==> src/rtl/dcache_pkg.sv <==
// Purpose: shared types and sizing for the L1 D$ port arbiter slice.
// Latency: n/a (types and constants only).
// Backpressure: n/a.
package dcache_pkg;

  localparam int PLEN            = 32;
  localparam int XLEN            = 32;
  localparam int TAG_W           = 6;
  localparam int DC_TAG_W        = TAG_W + 1;
  localparam int SB_CNT_W        = 5;
  localparam int STARVE_LIMIT    = 8;
  localparam int SB_HIGH_WM      = 12;
  localparam int MAX_OUTSTANDING = 4;

  typedef enum logic [3:0] {
    LSU_LB  = 4'd0,
    LSU_LH  = 4'd1,
    LSU_LW  = 4'd2,
    LSU_LBU = 4'd3,
    LSU_LHU = 4'd4,
    LSU_SB  = 4'd5,
    LSU_SH  = 4'd6,
    LSU_SW  = 4'd7
  } lsu_op_e;

  // One D$ request; tag is {epoch, rob_tag} for loads and zero for stores.
  typedef struct packed {
    logic                we;
    logic [PLEN-1:0]     addr;
    logic [XLEN-1:0]     data;
    lsu_op_e             op;
    logic [DC_TAG_W-1:0] tag;
  } dc_req_t;

endpackage

==> src/rtl/dcache_arb_slot.sv <==
// Purpose: one-entry valid/ready request register toward the D$, with a kill that drops the held entry.
// Latency: 1 cycle from input acceptance to output valid.
// Backpressure: accepts when empty or when the held entry is taken downstream the same cycle.
module dcache_arb_slot
  import dcache_pkg::*;
(
  input  logic    clk_i,
  input  logic    rst_i,
  input  logic    i_in_vld,
  output logic    o_in_rdy,
  input  dc_req_t i_in_dat,
  input  logic    i_kill,
  output logic    o_out_vld,
  input  logic    i_out_rdy,
  output dc_req_t o_out_dat
);

  logic    r_vld;
  dc_req_t r_dat;

  assign o_in_rdy  = !r_vld || i_out_rdy;
  assign o_out_vld = r_vld;
  assign o_out_dat = r_dat;

  // Load a new entry when there is room; otherwise hold, unless the held entry is killed.
  // Payload is untouched on kill so it never glitches while valid is still high.
  always_ff @(posedge clk_i) begin
    if (rst_i) begin
      r_vld <= 1'b0;
      r_dat <= '0;
    end else if (o_in_rdy) begin
      r_vld <= i_in_vld;
      if (i_in_vld) begin
        r_dat <= i_in_dat;
      end
    end else if (i_kill) begin
      r_vld <= 1'b0;
    end
  end

endmodule

==> src/rtl/dcache_port_arbiter.sv <==
// Purpose: shares the L1 D$ request port between loads and store-buffer drain; loads favoured, stores forced on starvation/high SB occupancy.
// Latency: 1 cycle grant-to-D$ through a one-entry slot; load responses are filtered combinationally by epoch.
// Backpressure: ready goes only to the winner, and only when the slot is free or draining; loads also stall at the in-flight limit.
// Optional: define DCACHE_ARB_PERF_EN to add load-grant, store-grant and conflict counters.
module dcache_port_arbiter
  import dcache_pkg::*;
#(
  parameter int STARVE_LIMIT    = dcache_pkg::STARVE_LIMIT,
  parameter int SB_HIGH_WM      = dcache_pkg::SB_HIGH_WM,
  parameter int MAX_OUTSTANDING = dcache_pkg::MAX_OUTSTANDING
) (
  input  logic                clk_i,
  input  logic                rst_i,
  input  logic                flush_i,
  input  logic                ld_req_valid_i,
  output logic                ld_req_ready_o,
  input  logic [PLEN-1:0]     ld_req_addr_i,
  input  lsu_op_e             ld_req_op_i,
  input  logic [TAG_W-1:0]    ld_req_tag_i,
  input  logic                st_req_valid_i,
  output logic                st_req_ready_o,
  input  logic [PLEN-1:0]     st_req_addr_i,
  input  logic [XLEN-1:0]     st_req_data_i,
  input  lsu_op_e             st_req_op_i,
  input  logic [SB_CNT_W-1:0] sb_count_i,
  output logic                dc_req_valid_o,
  input  logic                dc_req_ready_i,
  output logic                dc_req_we_o,
  output logic [PLEN-1:0]     dc_req_addr_o,
  output logic [XLEN-1:0]     dc_req_data_o,
  output lsu_op_e             dc_req_op_o,
  output logic [DC_TAG_W-1:0] dc_req_tag_o,
  input  logic                dc_rsp_valid_i,
  input  logic [DC_TAG_W-1:0] dc_rsp_tag_i,
  input  logic [XLEN-1:0]     dc_rsp_data_i,
  output logic                ld_rsp_valid_o,
  output logic [TAG_W-1:0]    ld_rsp_tag_o,
  output logic [XLEN-1:0]    ld_rsp_data_o
`ifdef DCACHE_ARB_PERF_EN
  ,
  output logic [31:0]         perf_ld_grant_o,
  output logic [31:0]         perf_st_grant_o,
  output logic [31:0]         perf_conflict_o
`endif
);

  localparam int STV_W = $clog2(STARVE_LIMIT + 1);
  localparam int OUT_W = $clog2(MAX_OUTSTANDING + 1);

  logic [STV_W-1:0] r_starve_cnt;
  logic [OUT_W-1:0] r_outstanding;
  logic             r_epoch;

  logic             w_slot_in_vld;
  logic             w_slot_in_rdy;
  dc_req_t          w_slot_in_dat;
  logic             w_slot_vld;
  dc_req_t          w_slot_dat;
  logic             w_kill;
  logic             w_slot_holds_load;
  logic [OUT_W:0]   w_inflight;
  logic             w_st_prio;
  logic             w_ld_ok;
  logic             w_st_win;
  logic             w_ld_win;
  logic             w_ld_fire;

  // Loads already in the slot count against the in-flight budget even if they fire this cycle.
  assign w_slot_holds_load = w_slot_vld && !w_slot_dat.we;
  assign w_inflight        = (OUT_W+1)'(r_outstanding) + (OUT_W+1)'(w_slot_holds_load);

  assign w_st_prio = (r_starve_cnt == STV_W'(STARVE_LIMIT)) ||
                     (sb_count_i >= SB_CNT_W'(SB_HIGH_WM));
  assign w_ld_ok   = ld_req_valid_i && !flush_i &&
                     (w_inflight < (OUT_W+1)'(MAX_OUTSTANDING));

  // Grants are suppressed in reset so every output reads 0 while rst_i is high.
  assign w_st_win = !rst_i && w_slot_in_rdy && st_req_valid_i && (w_st_prio || !w_ld_ok);
  assign w_ld_win = !rst_i && w_slot_in_rdy && w_ld_ok && !w_st_win;

  assign ld_req_ready_o = w_ld_win;
  assign st_req_ready_o = w_st_win;
  assign w_slot_in_vld  = w_st_win || w_ld_win;

  // A flushed load must not reach the D$; committed stores survive a flush.
  assign w_kill = flush_i && w_slot_holds_load;

  // Build the winning request; loads are stamped with the current epoch.
  always_comb begin
    w_slot_in_dat = '0;
    if (w_st_win) begin
      w_slot_in_dat.we   = 1'b1;
      w_slot_in_dat.addr = st_req_addr_i;
      w_slot_in_dat.data = st_req_data_i;
      w_slot_in_dat.op   = st_req_op_i;
      w_slot_in_dat.tag  = '0;
    end else if (w_ld_win) begin
      w_slot_in_dat.we   = 1'b0;
      w_slot_in_dat.addr = ld_req_addr_i;
      w_slot_in_dat.op   = ld_req_op_i;
      w_slot_in_dat.tag  = {r_epoch, ld_req_tag_i};
    end
  end

  dcache_arb_slot u_slot (
    .clk_i     (clk_i),
    .rst_i     (rst_i),
    .i_in_vld  (w_slot_in_vld),
    .o_in_rdy  (w_slot_in_rdy),
    .i_in_dat  (w_slot_in_dat),
    .i_kill    (w_kill),
    .o_out_vld (w_slot_vld),
    .i_out_rdy (dc_req_ready_i),
    .o_out_dat (w_slot_dat)
  );

  assign dc_req_valid_o = w_slot_vld;
  assign dc_req_we_o    = w_slot_dat.we;
  assign dc_req_addr_o  = w_slot_dat.addr;
  assign dc_req_data_o  = w_slot_dat.data;
  assign dc_req_op_o    = w_slot_dat.op;
  assign dc_req_tag_o   = w_slot_dat.tag;

  assign w_ld_fire = dc_req_valid_o && dc_req_ready_i && !dc_req_we_o;

  // Count cycles a waiting store loses; saturate so forced priority holds until it wins.
  always_ff @(posedge clk_i) begin
    if (rst_i) begin
      r_starve_cnt <= '0;
    end else if (!st_req_valid_i || st_req_ready_o) begin
      r_starve_cnt <= '0;
    end else if (r_starve_cnt != STV_W'(STARVE_LIMIT)) begin
      r_starve_cnt <= r_starve_cnt + STV_W'(1);
    end
  end

  // Track loads issued to the D$ whose response (any epoch) has not come back.
  always_ff @(posedge clk_i) begin
    if (rst_i) begin
      r_outstanding <= '0;
    end else begin
      case ({w_ld_fire, dc_rsp_valid_i})
        2'b10:   r_outstanding <= r_outstanding + OUT_W'(1);
        2'b01:   r_outstanding <= r_outstanding - OUT_W'(1);
        default: r_outstanding <= r_outstanding;
      endcase
    end
  end

  // Each flush starts a new epoch so responses of killed loads can be recognised.
  always_ff @(posedge clk_i) begin
    if (rst_i) begin
      r_epoch <= 1'b0;
    end else if (flush_i) begin
      r_epoch <= ~r_epoch;
    end
  end

  assign ld_rsp_valid_o = dc_rsp_valid_i && (dc_rsp_tag_i[TAG_W] == r_epoch);
  assign ld_rsp_tag_o   = ld_rsp_valid_o ? dc_rsp_tag_i[TAG_W-1:0] : '0;
  assign ld_rsp_data_o  = ld_rsp_valid_o ? dc_rsp_data_i : '0;

`ifdef DCACHE_ARB_PERF_EN
  logic [31:0] r_perf_ld_grant;
  logic [31:0] r_perf_st_grant;
  logic [31:0] r_perf_conflict;

  // Free-running wrapping event counters for grants and contention.
  always_ff @(posedge clk_i) begin
    if (rst_i) begin
      r_perf_ld_grant <= '0;
      r_perf_st_grant <= '0;
      r_perf_conflict <= '0;
    end else begin
      if (ld_req_ready_o) r_perf_ld_grant <= r_perf_ld_grant + 32'd1;
      if (st_req_ready_o) r_perf_st_grant <= r_perf_st_grant + 32'd1;
      if (ld_req_valid_i && st_req_valid_i) r_perf_conflict <= r_perf_conflict + 32'd1;
    end
  end

  assign perf_ld_grant_o = r_perf_ld_grant;
  assign perf_st_grant_o = r_perf_st_grant;
  assign perf_conflict_o = r_perf_conflict;
`endif

endmodule

==> config.mk <==
export PLATFORM = sky130hd
export DESIGN_NAME = dcache_port_arbiter
export DESIGN_NICKNAME = d
export VERILOG_FILES = /design/src/rtl/dcache_pkg.sv /design/src/rtl/dcache_arb_slot.sv /design/src/rtl/dcache_port_arbiter.sv
export SDC_FILE = /design/constraint.sdc
export NUM_CORES = 1
export LEC_CHECK = 0
export CORE_MARGIN = 8
export CORE_UTILIZATION = 39
export CTS_CLUSTER_SIZE = 24
export DETAILED_ROUTE_END_ITERATION = 12
export MAX_ROUTING_LAYER = met4
export PLACE_DENSITY = 0.86
export SLEW_MARGIN = 20
export SYNTH_ARGS = -nofsm -noshare
export SYNTH_HDL_FRONTEND = slang
export SYNTH_SLANG_ARGS = --single-unit
==> constraint.sdc <==
create_clock -name clk_i -period 5.55 [get_ports clk_i]
set_clock_uncertainty 0.05 [all_clocks]
set_input_delay 0.8325 -clock clk_i [delete_from_list [all_inputs] [get_ports clk_i]]
set_output_delay 0.8325 -clock clk_i [all_outputs]
set_load 0.05 [all_outputs]
==> results.md, run 1 <==
* R2r setup slk at 3.28 ns
* Leakage power at around 2.5 nW
* First-pass GRT wire length at 28,490 um
* Largest net degree at the start of global routing at 69
* Yosys cell types at 36
* Kind of end point of the critical path: output port
* CP Class: in -> out
* Synth async-reset ratio at 0%
* Post-synthesis mux area share at 0%
* DPL Wire Length at 13,590 um
* CP max FO at 3
* Initial core utilization at 39.69%
* Row cnt at 38
* Routability cong. at 0.8796
* Antenna violations before repair at 2
* Fill count at 885
* Final Max Slew Viols at 0
* Arr. time, crit path at about 3.1 ns
* Max VDD drop at 0.1250 mV
* Avg Cell Area, Syn at 8.347 um2
* Final Util at between 60% and 70%
* Pre-antenna DRT Iters at 5
* DIE AREA at 14,540 um2
* Fmax at 0.2502 GHz
* Core Region at 10,750 um2
* GRT overflow at 0
* Tot Pwr at 0.001741 W
* Startpoint Class: input pin
* Tcrit/Tclk final at 72.03%
* Iter 0 DRT Violations at 471
* Post-CTS setup buffer count at 0
* Cts hold-fix bufs at 0
* Fin. Hold Viols at 0
* Flop and latch count out of synthesis at 85
* Required time worst endpoint at 4.67 ns
* Synth Area in Compound Gates at approximately 35%
* DR WL/cell at 21.27 um
* Headroom to the max-slew limit at 37.09%
* Die X at 120.6 um
* Num ports at 279
* Slew @ Worst Pin at 0.9407 ns
* Nets@finish at 908
* EDFF count, synth at 0
* Seq/Total Area, Yosys at 39.89%
* Worst setup margin at 1.553 ns
* Port bufs at 276
* TritonCTS clock tree: yes
* Chip Height at 120.6 um
* # setup viols final at 0
* Post-route setup TNS at 0 ns
* Clock transition at path regs at around 0.08 ns
* Top FF cell, synth: dfxtp_1
* Via Count at roughly 5,200
* Final instance area at 7237 um2
* Clk_lat worst skew at 0.35 ns
* Placed Area at 7028 um2
* Clk root buf: clkbuf_8
* Drt total wl at approximately 19,000 um
* Post-synthesis adder-cell area fraction at 1.349%
* Post-place setup slack at 1.352 ns
* Number of remaining DRC errors at 0
* Power Dens Cells at between 200 and 250 nW/um2
* HP Class: reg -> reg
* H-tree Lvls at 3
* Post-CTS sizing at 0
* RSZ-0062 raised after global routing: false
* Tmin final at 3.997 ns
* Synthesis-to-layout area growth at 69.67%
* Clock Sinks at 85
* TritonCTS Buffers at 9
* Synth Cell Area at approximately 4300 um2
* Main combinational cell family by area after synthesis: compound AO/OA/AOI/OAI gates
* DR vias/cell at 5.816
* Status: complete, no violations
* Mapped Nets at roughly 680
* Mapped Cells at 511
* Final antenna-violating net count at 0
* Synthesis Warnings at 0
* Layout cells sized above 1 at approximately 5.2%
* Synth Area in Simple Gates at 15.17%
* Max_cap viols at 0
* GRT Total Usage at about 25%
* Vias in the first global route at 5,176
* Clock Path Buffers at 2
* Synth Area in XOR/XNOR at under 10%
==> where the power goes <==
part           switching [W]  internal, W
clock network       0.000224     0.000220
logic               0.000377     0.000249
registers          0.0000242     0.000648
total               0.000625      0.00112
==> layout make-up <==
cell class                 count  area (um2)  share of cell area [%]
sequential                    85        1702                   23.51
antenna                        2       5.005                 0.06916
timing repair buffer         287        2840                   39.25
multi-input combinational    353        2296                   31.73
tap                          140       175.2                   2.420
clock buffer                  12       145.1                   2.006
clock inverter                 4       47.55                  0.6570
inverter                       7       26.28                  0.3631
==> logic make-up after synthesis <==
family,Yosys count
AO/OA/AOI/OAI,231
adder cells (fa/ha/maj),4
XOR/XNOR,7
AND/OR/NAND/NOR,111
flip-flops,85
buffers and inverters,73
==> synth_stat cells (4+ instances only) <==
cell type | n | area, um2
nor3_1 | 4 | 20.02
nand3_1 | 44 | 220.2
inv_1 | 7 | 26.28
nor2_1 | 8 | 30.03
dfxtp_1 | 85 | 1702
a311oi_1 | 34 | 297.8
o211ai_1 | 68 | 510.5
and3_1 | 38 | 237.7
buf_6 | 4 | 45.04
xor2_1 | 4 | 35.03
clkbuf_1 | 53 | 198.9
a21oi_1 | 80 | 400.4
buf_2 | 4 | 20.02
o21ai_0 | 44 | 220.2
==> sequential cells by signal, indices dropped and copies added, names as in the netlist <==
name,flops
u_slot.o_out_dat,76
r_starve_cnt,4
r_outstanding,3
r_epoch,1
u_slot.o_out_vld,1
==> cell usage in the layout, fill, tap and decap left out, drive strengths merged, types with 2 or more instances in the layout <==
cell type      Yosys  routed
nand2              3       3
o211ai            68      68
o21ai             44      44
clkbuf            53      12
a21oi             80      80
dfxtp             85      85
nor2               8       8
xnor2              3       3
inv                7       7
nand3b             2       2
clkdlybuf4s50      0     275
diode              0       2
ha                 3       3
buf               13      12
and2               2       2
a31oi              2       2
clkinv             0       2
and3              38      38
xor2               4       4
nor3               4       4
a311oi            35      35
nand3             45      45
==> final timing paths <==
kind | start | to | cells after the start
max | ld_req_valid_i | ld_req_ready_o | 5
min | u_slot.o_out_dat[27] | u_slot.o_out_dat[27] | 2
max reg2reg | u_slot.o_out_vld | u_slot.o_out_dat[60] | 5
min reg2reg | u_slot.o_out_dat[27] | u_slot.o_out_dat[27] | 2
==> worst max-delay path: stages <==
cell and delay [ns]:
clkdlybuf4s50_1 0.62, or3b_4 0.44, nor4_4 0.22, and2_1 0.16
clkdlybuf4s50_1 0.83
==> per-stage QoR <==
step | hold WS [ns] | std cells
2_1_floorplan | 0.4215 | 511
3_3_place_gp | 0.4101 | 872
3_5_place_dp | 0.4155 | 872
4_1_cts | 0.4265 | 888
5_1_grt | 0.4536 | 890
6_report | 0.4265 | 890
==> metal layers <==
layer	vias up	global-route usage, %	routed length (um)
li1	2415	-	-
met1	2479	28.27	7487
met3	35	6.154	1506
met5	-	-	0
met4	0	10.46	596
met2	247	41.79	9341
Power figures use the tool's default switching activity.
==> run 2, diff against run 1 <==
Settings changed: CORE_UTILIZATION 39 to 37, PLACE_DENSITY 0.86 to 0.82.
Clock period 5.55 ns to 4.2 ns, I/O delays scaled along.
==> results.md, run 2 (synthesized netlist as in run 1, its figures left out) <==
* Vias in the first global route at between 5,000 and 6,000
* Fmax at around 0.28 GHz
* Nets@finish at between 900 and 1,000
* CP max FO at 5
* Iter 0 DRT Violations at 330
* Layout cells sized above 1 at 5.733%
* GRT Total Usage at around a quarter
* Via Count at 5,198
* CP Launch Point: dc_req_ready_i
* # setup viols final at 0
* Antenna violations before repair at 1
* FF-to-FF End: u_slot.o_out_dat[60]
* Worst Setup EP: st_req_ready_o
* TritonCTS clock tree: yes
* Final antenna-violating net count at 0
* Synthesis-to-layout area growth at 72.07%
* Row cnt at 39
* TritonCTS Buffers at 9
* Clk_lat worst skew at about 0.33 ns
* Fin. Hold Viols at 0
* Status: complete, no violations
* First-pass GRT wire length at 27,670 um
* Tcrit/Tclk final at roughly 85%
* Drt total wl at between 15,000 and 20,000 um
* Headroom to the max-slew limit at a little over a third
* Num ports at 279
* Max_cap viols at 0
* Required time worst endpoint at 3.52 ns
* Largest net degree at the start of global routing at 86
* R2r worst-path depth at 7
* DR WL/cell at 20.81 um
* HP Class: reg -> reg
* Min-delay src: u_slot.o_out_dat[1]
* Final hold slack at 0.4242 ns
* RSZ-0062 raised after global routing: false
* Chip Height at around 120 um
* Clock Sinks at between 80 and 90
* Slew @ Worst Pin at about 0.96 ns
* H-tree Lvls at 3
* Post-route setup TNS at 0 ns
* Max FFs per register at 76
* Number of remaining DRC errors at 0
* Core Region at 11,320 um2
* Startpoint Class: input pin
* Post-CTS setup buffer count at 0
* Max VDD drop at 0.2028 mV
* Cts hold-fix bufs at 0
* Clk root buf: clkbuf_16
* Leakage power at 2.518 nW
* Clock transition at path regs at 0.07 ns
* Commonest cells after routing, fill and taps aside: 274 x clkdlybuf4s50_1, 85 x dfxtp_1, 80 x a21oi_1
* DR vias/cell at around 5.8
* Non-Filler Instances at 894
* Post-CTS sizing at 0
* Reg-to-reg startpoint: r_starve_cnt[0]
* Pre-antenna DRT Iters at 5
* Final Max Slew Viols at 0
* Die X at about 120 um
* Routability cong. at 0.8236
* GRT overflow at 0
* Kind of end point of the critical path: output port
* CP Class: in -> out
* DPL Wire Length at 13,080 um
* Commonest non-fill, non-tap cell in the layout: clkdlybuf4s50_1
* R2r setup slk at ~2 ns
* Dpl cells at slightly below 900
* Power Dens Cells at 341.3 nW/um2
* Arr. time, crit path at about 2.9 ns
* Tmin final at 3.566 ns
* Clock Path Buffers at 2
* Initial core utilization at 37.68%
* Port bufs at 276
* DIE AREA at between 15,000 and 20,000 um2
[run 2: changes by cell type in the layout (fill, tap and decap cells not counted), sizes merged]
cell	delta
buf	+3
clkbuf	-2
clkdlybuf4s50	-1
clkinv	+1
clkinvlp	+1
diode	-1
[run 2: worst min path at each step]
| stage | to | cells past startpoint |
|---|---|---|
| after floorplan | r_outstanding[2] | 2 |
| after global placement | u_slot.o_out_dat[40] | 2 |
| after detailed placement | u_slot.o_out_dat[34] | 2 |
| after CTS | u_slot.o_out_dat[34] | 2 |
| after global routing | u_slot.o_out_dat[35] | 2 |
| final | u_slot.o_out_dat[1] | 2 |
[run 2: report_power, final]
group	internal (W)	switching, W	leakage (nW)
logic	0.000329	0.000497	1.68
registers	0.000857	0.0000306	0.696
clock network	0.000460	0.000331	0.138
total	0.00165	0.000859	2.52
[run 2: layout make-up]
type                       count  area [um2]
sequential                    85        1702
multi-input combinational    353        2285
inverter                       7       26.28
tap                          143       178.9
clock inverter                 6       63.81
clock buffer                  10       229.0
fill                         932        3981
timing repair buffer         289        2853
antenna                        1       2.502
[run 2: per-stage QoR]
stage | total power [W] | worst slack, ns | util [%] | area, um2
after floorplan | 0.001373 | 1.427 | - | 4265
after global placement | 0.001712 | 0.6929 | 62.22 | 7044
after detailed placement | 0.001730 | 0.6409 | 62.22 | 7044
after CTS | 0.002521 | 0.6268 | 64.81 | 7337
after global routing | 0.002597 | 0.4909 | 64.83 | 7340
final | 0.002505 | 0.6336 | 64.83 | 7340
[run 2: routing by layer]
layer,track usage [%],wire [um],vias to the layer above
met1,24.49,6776,2467
met3,7.443,2012,30
met4,9.180,399,0
met5,-,0,-
li1,-,-,2415
met2,40.35,9417,286
[run 2: critical path: stages]
cell and delay (ns):
clkdlybuf4s50_1 0.54, and2b_1 0.30, nor3b_4 0.21, o21ai_0 0.14, inv_1 0.18, clkdlybuf4s50_1 0.88
==> run 3, diff against run 2 <==
Clock period 4.2 ns to 3.7 ns, I/O delays scaled along.
==> results.md, run 3 (synthesized netlist as in run 1, its figures left out) <==
* H-tree Lvls at 3
* Length of routed met2 wiring at 9266 um
* TritonCTS Buffers at 9
* Power Dens Cells at 408.5 nW/um2
* Clock transition at path regs at approximately 0.06 ns
* Final Max Slew Viols at 0
* Startpoint Class: input pin
* Clk_lat worst skew at 0.33 ns
* Max_cap viols at 0
* Max FFs per register at 76
* Final Util at 64.71%
* Final antenna-violating net count at 0
* Synthesis-to-layout area growth at 71.75%
* Post-CTS setup buffer count at 0
* Nets@finish at 911
* HP Class: reg -> reg
* Routability cong. at 0.7938
* Commonest non-fill, non-tap cell in the layout: clkdlybuf4s50_1
* CP max FO at 3
* Status: complete, no violations
* Met3 routed WL at 2016 um
* Vias in the first global route at 5,308
* Antenna violations before repair at 0
* Leakage power at approximately 2.6 nW
* Fmax at 0.3551 GHz
* Slew @ Worst Pin at between 0.7 and 0.8 ns
* Iter 0 DRT Violations at 375
* Port bufs at 276
* Post-route setup TNS at 0 ns
* Post-place setup slack at around 0.76 ns
* Max VDD drop at 0.3466 mV
* Pre-antenna DRT Iters at 5
* DPL Wire Length at 13,280 um
* Number of remaining DRC errors at 0
* Clock Path Buffers at 2
* RSZ-0062 raised after global routing: false
* Kind of end point of the critical path: output port
* DR vias/cell at 5.771
* GRT overflow at 0
* Diode count at 0
* Largest net degree at the start of global routing at 69
* Tmin final at around 2.8 ns
* Worst setup margin at 0.8836 ns
* Arr. time, crit path at between 2 and 2.5 ns
* GRT Total Usage at 23.47%
* DR WL/cell at 20.91 um
* Commonest cells after routing, fill and taps aside: 234 x clkdlybuf4s50_1, 85 x dfxtp_1, 80 x a21oi_1
* DRT met1 WL at roughly 6800 um
* Die X at roughly 120 um
* Initial core utilization at a little under two fifths
* Final hold slack at 0.4257 ns
* Tcrit/Tclk final at 76.12%
* Fin. Hold Viols at 0
* Core Region at 11,320 um2
* Layout cells sized above 1 at 11.32%
* DIE AREA at about 15,000 um2
* Clk root buf: clkbuf_16
* Num ports at 279
* Row cnt at 39
* Post-CTS sizing at 0
* Drt total wl at 18,690 um
* # setup viols final at 0
* Highest metal layer with signal wires: met4
* Final instance area at 7326 um2
* Via Count at 5,159
* TritonCTS clock tree: yes
* Clock Sinks at 85
* Headroom to the max-slew limit at 48.25%
* Cts hold-fix bufs at 0
* First-pass GRT wire length at ~28,000 um
* Placed Area at about 7000 um2
* Chip Height at roughly 120 um
* CP Class: in -> out
* Required time worst endpoint at 3.09 ns
==> run 3: cell types whose count changed in the layout (fill, tap and decap cells not counted) <==
cell             previous run  this run
bufinv_16                   1         3
clkinv_4                    1         0
clkdlybuf4s50_1           274       234
diode_2                     1         0
buf_4                      14        53
buf_12                      0         2
clkinv_2                    2         1
clkbuf_8                    0         1
clkbuf_1                    1         0
==> run 3: area by class of cell <==
type                       instances  area (um2)
timing repair buffer             290        2785
multi-input combinational        353        2285
sequential                        85        1702
tap                              143       178.9
clock buffer                      10       239.0
fill                             933        3995
clock inverter                     6       110.1
inverter                           7       26.28
==> run 3: worst paths after layout <==
| path | to | from | slack (ns) | cells after the start |
|---|---|---|---|---|
| hold reg to reg | u_slot.o_out_dat[2] | u_slot.o_out_dat[2] | 0.43 | 2 |
| setup / recovery | ld_req_ready_o | ld_req_valid_i | 0.88 | 5 |
| setup reg to reg | u_slot.o_out_dat[46] | r_starve_cnt[0] | 1.50 | 7 |
| hold / removal | u_slot.o_out_dat[2] | u_slot.o_out_dat[2] | 0.43 | 2 |
==> run 3: routing by layer <==
metal | vias up | global-route usage (%)
met5 | - | -
met4 | 0 | 10.38
met3 | 41 | 7.671
met2 | 265 | 40.93
met1 | 2437 | 23.56
li1 | 2416 | -
==> run 3: worst max-delay path, cell delays in order <==
cell and delay (ns):
clkdlybuf4s50_1 0.58, or3b_4 0.43, nor4_4 0.24, and2_1 0.24, buf_12 0.16
==> run 3: report_power, final <==
group	switching, W	total, W	leakage, nW	internal, W
logic	0.000567	0.000934	1.77	0.000367
clock network	0.000373	0.00105	0.165	0.000677
registers	0.0000352	0.00101	0.696	0.000973
==> run 3: stage by stage <==
stage / instances / power (W)
finish: 894 / 0.002993
global route: 894 / 0.003102
CTS: 894 / 0.003009
detailed placement: 878 / 0.001960
global placement: 878 / 0.001940
floorplan: 511 / 0.001558
